$ cat src/rtl/calc_op_sequencer_pkg.sv
// Shared types and constants for the calculator operation sequencer.
// State encoding, button bit positions, buffer mode values and a one-hot helper.
package calc_op_sequencer_pkg;

    typedef enum logic [2:0] {
        IDLE,
        POP1,
        POP2,
        CAP2,
        EXEC,
        PUSH
    } state_t;

    localparam int BTN_PUSH  = 0;
    localparam int BTN_OP_LO = 1;
    localparam int BTN_OP_HI = 4;

    localparam logic MODE_STACK = 1'b1;
    localparam logic MODE_QUEUE = 1'b0;

    // Isolates the least-significant set bit, so the lowest button wins.
    function automatic logic [3:0] lowest_onehot(input logic [3:0] v);
        return v & (~v + 4'd1);
    endfunction

endpackage

$ cat src/rtl/calc_op_sequencer_btn_edge.sv
// Rising-edge detector for the debounced button levels.
// Latency: edge is combinational against the previous-cycle level; no backpressure.
module btn_edge_detect #(
    parameter int W = 5
) (
    input  logic         clk,
    input  logic         rst,
    input  logic [W-1:0] btn_i,
    output logic [W-1:0] rise_o
);

    logic [W-1:0] btn_prev_q;

    always_ff @(posedge clk) begin
        if (!rst) begin
            btn_prev_q <= '0;
        end else begin
            btn_prev_q <= btn_i;
        end
    end

    assign rise_o = btn_i & ~btn_prev_q;

endmodule

$ cat src/rtl/calc_op_sequencer.sv
// Pushes switch values and runs pop-pop-ALU-push operations against the stack/queue buffer.
// Operation: pops in cycles 1-2 after the op edge, result push in cycle 5; edges while busy are dropped.
module calc_op_sequencer
    import calc_op_sequencer_pkg::*;
#(
    parameter int DATA_W = 32,
    parameter int SW_W   = 16,
    parameter int CNT_W  = 5
) (
    input  logic              clk,
    input  logic              rst,
    input  logic              stackQueue,
    input  logic [SW_W-1:0]   switches,
    input  logic [4:0]        btn_db,
    input  logic [CNT_W-1:0]  mem_count,
    input  logic              mem_full,
    input  logic [DATA_W-1:0] mem_rdata,
    output logic              mem_push,
    output logic              mem_pop,
    output logic [DATA_W-1:0] mem_wdata,
    output logic [DATA_W-1:0] alu_a,
    output logic [DATA_W-1:0] alu_b,
    output logic [3:0]        alu_op,
    input  logic [DATA_W-1:0] alu_y,
    output logic [DATA_W-1:0] display,
    output logic              busy,
    output logic              err_full,
    output logic              err_under
);

    logic [4:0]        rise;
    logic [3:0]        op_rise;
    logic [DATA_W-1:0] sw_ext;
    logic              push_req;
    logic              push_ok;
    logic              op_req;
    logic              op_ok;

    state_t            state_q;
    state_t            state_d;
    logic              mode_q;
    logic [DATA_W-1:0] op1_q;
    logic [DATA_W-1:0] result_q;
    logic [DATA_W-1:0] alu_a_q;
    logic [DATA_W-1:0] alu_b_q;
    logic [3:0]        alu_op_q;
    logic [DATA_W-1:0] display_q;
    logic              err_full_q;
    logic              err_under_q;

    btn_edge_detect #(
        .W (5)
    ) u_btn_edge (
        .clk    (clk),
        .rst    (rst),
        .btn_i  (btn_db),
        .rise_o (rise)
    );

    assign op_rise = rise[BTN_OP_HI:BTN_OP_LO];
    assign sw_ext  = DATA_W'(switches);

    always_comb begin
        push_req = (state_q == IDLE) && rise[BTN_PUSH];
        push_ok  = push_req && !mem_full;
        op_req   = (state_q == IDLE) && !rise[BTN_PUSH] && (|op_rise);
        op_ok    = op_req && (mem_count >= CNT_W'(2));

        // Strobes are gated by reset so an aborted operation touches the buffer no further.
        mem_push  = rst && (push_ok || (state_q == PUSH));
        mem_pop   = rst && ((state_q == POP1) || (state_q == POP2));
        mem_wdata = '0;
        if (mem_push) begin
            mem_wdata = (state_q == PUSH) ? result_q : sw_ext;
        end
    end

    always_comb begin
        state_d = state_q;
        case (state_q)
            IDLE:    if (op_ok) state_d = POP1;
            POP1:    state_d = POP2;
            POP2:    state_d = CAP2;
            CAP2:    state_d = EXEC;
            EXEC:    state_d = PUSH;
            PUSH:    state_d = IDLE;
            default: state_d = IDLE;
        endcase
    end

    always_ff @(posedge clk) begin
        if (!rst) begin
            state_q     <= IDLE;
            mode_q      <= MODE_QUEUE;
            op1_q       <= '0;
            result_q    <= '0;
            alu_a_q     <= '0;
            alu_b_q     <= '0;
            alu_op_q    <= '0;
            display_q   <= '0;
            err_full_q  <= 1'b0;
            err_under_q <= 1'b0;
        end else begin
            state_q <= state_d;
            case (state_q)
                IDLE: begin
                    if (push_ok) begin
                        display_q   <= sw_ext;
                        err_full_q  <= 1'b0;
                        err_under_q <= 1'b0;
                    end else if (push_req) begin
                        err_full_q <= 1'b1;
                    end else if (op_ok) begin
                        alu_op_q <= lowest_onehot(op_rise);
                        mode_q   <= stackQueue;
                    end else if (op_req) begin
                        err_under_q <= 1'b1;
                    end
                end
                POP2: op1_q <= mem_rdata;
                CAP2: begin
                    // The first pop is the newer word in stack mode, the older one in queue mode.
                    if (mode_q == MODE_STACK) begin
                        alu_a_q <= mem_rdata;
                        alu_b_q <= op1_q;
                    end else begin
                        alu_a_q <= op1_q;
                        alu_b_q <= mem_rdata;
                    end
                end
                EXEC: result_q  <= alu_y;
                PUSH: display_q <= result_q;
                default: ;
            endcase
        end
    end

    assign alu_a     = alu_a_q;
    assign alu_b     = alu_b_q;
    assign alu_op    = alu_op_q;
    assign display   = display_q;
    assign busy      = (state_q != IDLE);
    assign err_full  = err_full_q;
    assign err_under = err_under_q;

endmodule
$ cat config.mk
export PLATFORM = sky130hd
export DESIGN_NAME = calc_op_sequencer
export DESIGN_NICKNAME = d
export VERILOG_FILES = /design/src/rtl/calc_op_sequencer_pkg.sv /design/src/rtl/calc_op_sequencer_btn_edge.sv /design/src/rtl/calc_op_sequencer.sv
export SDC_FILE = /design/constraint.sdc
export NUM_CORES = 1
export LEC_CHECK = 0
export BUFFER_PORTS_ARGS = -buffer_cell sky130_fd_sc_hd__buf_2
export CORE_ASPECT_RATIO = 2
export CORE_MARGIN = 4
export CORE_UTILIZATION = 51
export DETAILED_ROUTE_END_ITERATION = 6
export HOLD_SLACK_MARGIN = 0.05
export PLACE_DENSITY = 0.8
export SYNTH_ARGS = -nofsm -noshare
export SYNTH_HDL_FRONTEND = slang
export SYNTH_SLANG_ARGS = --single-unit
$ cat constraint.sdc
create_clock -name clk -period 2.7 [get_ports clk]
set_input_delay 0.135 -clock clk [delete_from_list [all_inputs] [get_ports clk]]
set_output_delay 0.135 -clock clk [all_outputs]
set_load 0.02 [all_outputs]
After elaboration in Yosys (flattened, before gate mapping)
Index checks and enable logic that the tools add are counted.
{"block": "classes", "reduce_logical": 21, "muxes": 14, "magnitude_cmp": 1, "n_addsub": 1, "n_bitwise": 6, "eq_ne": 9}
{"cell": "2-to-1 mux 32 bit", "count": 5}
{"cell": "one-hot mux 32 bit (2 select lines)", "count": 1}
{"cell": "one-hot mux 3 bit (5 select lines)", "count": 1}
{"cell": "AND reduction 4 bit", "count": 2}
{"cell": "logical AND 1 bit", "count": 7}
{"cell": "equality test 3 x 2 -> 1 bit, second input constant", "count": 2}
{"cell": "equality test 3 bit, second input constant", "count": 2}
{"cell": "2-to-1 mux 1 bit", "count": 6}
{"cell": "!= test 2 bit, second input constant", "count": 3}
{"cell": "nonzero test 2 bit", "count": 3}
{"cell": "bitwise AND 5 bit", "count": 1}
{"cell": "greater-or-equal comparator 5 x 2 -> 1 bit, second input constant", "count": 1}
{"cell": "inverter 5 bit", "count": 1}
{"cell": "adder 4 x 1 -> 4 bit, second input constant", "count": 1}
{"cell": "bitwise AND 4 bit", "count": 1}
{"cell": "inverter 4 bit", "count": 1}
{"cell": "AND reduction 2 bit", "count": 2}
{"cell": "OR reduction 4 bit", "count": 1}
{"cell": "equality test 3 x 1 -> 1 bit, second input constant", "count": 1}
{"cell": "zero test 3 bit", "count": 1}
{"cell": "2-to-1 mux 3 bit", "count": 1}
{"cell": "nonzero test 3 bit", "count": 1}
{"cell": "zero test 1 bit", "count": 2}
{"cell": "logical OR 1 bit", "count": 2}
{"cell": "2 further kinds", "count": 3}
{"block": "totals", "input_bits": 94, "wordCells": 63, "output_inout_bits": 137, "ff_bits": 175}

Longest topological paths before layout
{"block": "depth", "word_depth": 9, "depth_mapped": 9, "ltp_nobuf": 4}

Cells and area by module
Synthesis repeated with hierarchy kept, for this count alone.
{"block": "hier_totals", "hier_cells": 763, "hier_area_um2": 6982.9}
{"module": "calc_op_sequencer", "area_per_inst_um2": 6820.3, "instances": 1, "cells_per_inst": 748, "seq_area_each_um2": 3403.3}
{"module": "btn_edge_detect", "area_per_inst_um2": 162.7, "instances": 1, "cells_per_inst": 15, "seq_area_each_um2": 100.1}

Worst setup path after synthesis
Ideal clock, no wire load.
{"block": "synth_timing", "path_type": "flip-flop to flip-flop", "startpoint": "register state_q[0]", "endpoint": "register display_q[21] (netlist: display[21])", "path_stages_with_launch": 10, "setup_time_ps": 114, "synth_period_minus_slack_ps": 2094, "slack_ps": 606, "arrival_time_ps": 1981, "path_buffers": 5, "t_required_ps": 2586, "path_cell_list": "dfxtp_1 buf_6 or3_1 buf_2 or3_1 buf_6 and3_4 buf_6 buf_6 a21o_1"}
{"block": "synth_between", "elab_chain_len": 5, "elab_cells_between_ends": 8, "classes_between": "eq/ne: 2; mux: 1; reduce/logical: 5"}
{"item": "start: declaration", "line_no": "calc_op_sequencer.sv:39", "rtl": "state_t state_q;"}
{"item": "start signal: assignment", "line_no": "calc_op_sequencer.sv:104", "rtl": "state_q <= state_d;"}
{"item": "zero test 3 bit", "line_no": "calc_op_sequencer.sv:64, calc_op_sequencer.sv:105"}
{"item": "logical AND 1 bit", "line_no": "calc_op_sequencer.sv:64", "rtl": "push_req = (state_q == IDLE) && rise[BTN_PUSH];"}
{"item": "logical AND 1 bit", "line_no": "calc_op_sequencer.sv:65", "rtl": "push_ok = push_req && !mem_full;"}
{"item": "!= test 2 bit (no line)"}
{"item": "AND reduction 2 bit (no line)"}
{"item": "end signal: assignment", "line_no": "calc_op_sequencer.sv:108", "rtl": "display_q <= sw_ext;"}
{"item": "end signal: assignment", "line_no": "calc_op_sequencer.sv:132", "rtl": "PUSH: display_q <= result_q;"}
{"item": "end: declaration", "line_no": "calc_op_sequencer.sv:47", "rtl": "logic [DATA_W-1:0] display_q;"}
Several ways; a longest one is shown, not always the timed one.
A chain may end at the register's enable or synchronous reset.

Worst setup path in the final report
{"block": "layout_timing", "startpoint": "register state_q[2]", "endpoint": "output port mem_wdata[6]"}
{"block": "layout_between", "elab_chain_len": 6, "elab_cells_between_ends": 8, "classes_between": "eq/ne: 1; mux: 2; reduce/logical: 5"}
{"item": "zero test 3 bit", "line_no": "calc_op_sequencer.sv:64"}
{"item": "logical AND 1 bit", "line_no": "calc_op_sequencer.sv:64"}
{"item": "logical AND 1 bit", "line_no": "calc_op_sequencer.sv:65"}
{"item": "logical OR 1 bit", "line_no": "calc_op_sequencer.sv:70", "rtl": "mem_push = rst && (push_ok || (state_q == PUSH));"}
{"item": "logical AND 1 bit", "line_no": "calc_op_sequencer.sv:70"}
{"item": "2-to-1 mux 32 bit *", "line_no": "calc_op_sequencer.sv:73", "rtl": "if (mem_push) begin"}
{"item": "end: declaration", "line_no": "calc_op_sequencer.sv:20", "rtl": "output logic [DATA_W-1:0] mem_wdata,"}
Every way passes the cells marked *; elsewhere a longest branch is shown, timed or not.

==> impl_metrics.json <==
{
  "die_x_um": 93.3,
  "overflow": 0,
  "firstDrtPassIters": 5,
  "synth_edf_count": 0,
  "power.density_nw_per_um2": 763,
  "synthesis.area_um2": 7420,
  "fillCellCount": 1052,
  "numCtsBuffers": 17,
  "hold_viol_final": 0,
  "fin_tns_setup_ns": 0,
  "synth_ff_type": "dfxtp_1",
  "tightest_slew_ns": 0.730,
  "num_vias": 6923,
  "final.min_clock_period_ns": 2.39,
  "num_rows": 62,
  "dieArea_um2": 16700,
  "antenna_found_initial": 0,
  "max_freq_ghz": 0.418,
  "status": "finished clean",
  "setup_viol": 0,
  "critical_path_class": "reg2out",
  "min_path_type": "in2reg",
  "end_kind": "primary output",
  "synth_seq_cells": 175,
  "ir_drop_mv": 0.533,
  "p_leak_nw": 5.34,
  "clk_pin_slew_worst_paths_ns": 0.06,
  "routedWlPerCell_um": 15.7,
  "synthDistinctLibCells": 34,
  "whs_path_depth": 4,
  "busiest_layer": "met2",
  "synth_largest_area_cell": "dfxtp_1",
  "syn-instance-count": 821,
  "drt_iter0_markers": 227,
  "drv_cap": 0,
  "place_congestion": 0.785,
  "syn_avg_cell_area_um2": 9.03,
  "post-synth-top-count-cell": "nand2_1",
  "grt_pass1_vias": 6897,
  "clk_latency_ns": 0.42,
  "io_buffer_count": 229,
  "grt_pass1_wl_um": 32700,
  "met1_usage_pct": 24.9,
  "grt_max_degree": 66,
  "start_util_pct": 51.7,
  "num_io_pins": 231,
  "cp_max_fo": 17,
  "drc_errors": 0,
  "fin_nets": 1190,
  "grt_util_all_layers_pct": 24.5,
  "fin_cells": 1300,
  "synth_top_area_share_pct": 47.2,
  "dp_hpwl_um": 12500,
  "max-clock-path-buffers": 2,
  "cts-root-buf": "clkbuf_16",
  "yosys-top-cells-area": "dfxtp_1 (47%), nand2_1 (12%), mux2i_1 (11%), o211a_1 (8.6%), a21boi_0 (6.6%)",
  "relSlewSlack_pct": 51.3,
  "dpl.cell_count": 1182,
  "antenna_cells": 0,
  "post_cts_resized": 0,
  "yosysWarnings": 0,
  "async_flop_share_pct": 0,
  "rr_worst_depth": 5,
  "setup.worst_path.start_class": "flop",
  "core_um2": 14400,
  "syn_nets": 915,
  "ys_top_cells_by_count": "nand2_1 (234), dfxtp_1 (175), mux2i_1 (84), a21boi_0 (65), o211a_1 (64)",
  "drive_above_1_share_pct": 25.3,
  "cp_data_required_time_ns": 2.57,
  "ys_seq_area_share_pct": 47.2,
  "wirelength_um": 20400,
  "critPathArrivalTime_ns": 2.26,
  "htree_levels": 4,
  "rsz0062_at_grt": "false",
  "worst_clock_skew_ns": 0.00762,
  "vias_per_cell": 5.33,
  "slew_violations": 0,
  "ant_nets": 0,
  "grt_util_met3_pct": 5.19,
  "met2_usage_pct": 46.2,
  "die_h_um": 179,
  "clock-sinks": 175,
  "period_share_pct": 88.6,
  "tritoncts": "built",
  "area_growth_pct": 37.2
}
## final timing paths
check                                start                       end  slack, ns
setup reg to reg   state_q[2]$_SDFFE_PN0P_  display[14]$_SDFFE_PN0P_       0.70
setup / recovery   state_q[2]$_SDFFE_PN0P_              mem_wdata[6]       0.31
hold / removal                mem_count[4]    err_under$_SDFFE_PN0P_       0.13
hold reg to reg   display[20]$_SDFFE_PN0P_  display[20]$_SDFFE_PN0P_       0.44
## metal layers
metal,wire length [um],up-vias
met5,0,-
met4,744,0
met3,1160,58
met2,11200,248
met1,7390,3250
li1,-,3367
## state kept, by name, indices dropped and copies added (netlist names)
name                   count
state_q                    3
err_full                   1
alu_b                     32
alu_op                     4
err_under                  1
u_btn_edge.btn_prev_q      5
op1_q                     32
result_q                  32
alu_a                     32
mode_q                     1
display                   32
## area by class of cell
cell class / count / area (um^2) / share of cell area [%]
multi-input combinational: 571 / 3610 / 35.5
sequential: 175 / 3510 / 34.5
timing repair buffer: 330 / 2160 / 21.2
clock buffer: 18 / 439 / 4.32
tap: 192 / 240 / 2.36
clock inverter: 13 / 211 / 2.08
inverter: 1 / 3.75 / 0.0369
## through the flow
stage | instance area, um^2 | setup WS [ns] | hold slack, ns | power, mW | utilization [%]
after floorplan | 7420 | 0.606 | 0.257 | 4.45 | -
after global placement | 8650 | 0.744 | 0.354 | 4.95 | 60.3
after detailed placement | 8650 | 0.729 | 0.360 | 4.99 | 60.3
after CTS | 10200 | 0.343 | 0.115 | 7.80 | 70.9
after global routing | 10200 | 0.160 | 0.167 | 8.14 | 70.9
final | 10200 | 0.308 | 0.132 | 7.76 | 70.9
## timing repair
action | 4_1_cts | 5_1_grt
hold buffers | 87 | 0
setup buffers | 0 | 0
hold endpoints to repair | 87 | 0
## kinds of logic (layout without fill, tap and decap cells)
group                  count (synthesis)  count (layout)  synth area share, %
flip-flops                           175             175                 47.2
multiplexers                          85              85                 11.5
buffers and inverters                 75             362                 4.23
AND/OR/NAND/NOR                      286             286                 16.3
XOR/XNOR                               1               1                0.118
AO/OA/AOI/OAI                        199             199                 20.6
## critical path: stages, from the launching register on
cell	delay [ns]
dfxtp_1	0.41
or3_1	0.50
nor3_1	0.21
o21ai_1	0.09
buf_4	0.23
a21oi_1	0.19
buf_2	0.20
## report_power, final
part	internal (mW)	leakage (nW)	switching, mW
sequential	2.90	1.42	0.278
combinational	0.796	3.60	1.09
clock	1.67	0.317	1.03
total	5.37	5.34	2.39
## placed cells by master, fill, tap and decap left out, types with 2 or more instances in the layout
| cell type | synthesis | layout |
|---|---|---|
| and3_1 | 16 | 16 |
| clkinv_4 | 0 | 3 |
| nor2_1 | 3 | 2 |
| bufinv_16 | 0 | 5 |
| mux2i_1 | 84 | 84 |
| o211a_1 | 64 | 64 |
| inv_6 | 0 | 2 |
| and2_1 | 7 | 7 |
| a21o_1 | 16 | 16 |
| dfxtp_1 | 175 | 174 |
| nand3_1 | 2 | 2 |
| nor2b_1 | 6 | 6 |
| nand2_1 | 234 | 234 |
| nor3b_1 | 3 | 2 |
| buf_4 | 0 | 12 |
| clkbuf_16 | 0 | 17 |
| o21ai_0 | 17 | 17 |
| clkinv_2 | 0 | 2 |
| dlygate4sd3_1 | 0 | 87 |
| or3_1 | 2 | 2 |
| and3b_1 | 2 | 2 |
| nand2b_1 | 3 | 3 |
| a21boi_0 | 65 | 65 |
| buf_2 | 2 | 228 |
| nor3_1 | 3 | 3 |
| a21oi_1 | 33 | 33 |
| buf_12 | 0 | 3 |
No activity file was read; power rests on OpenSTA's default activity.
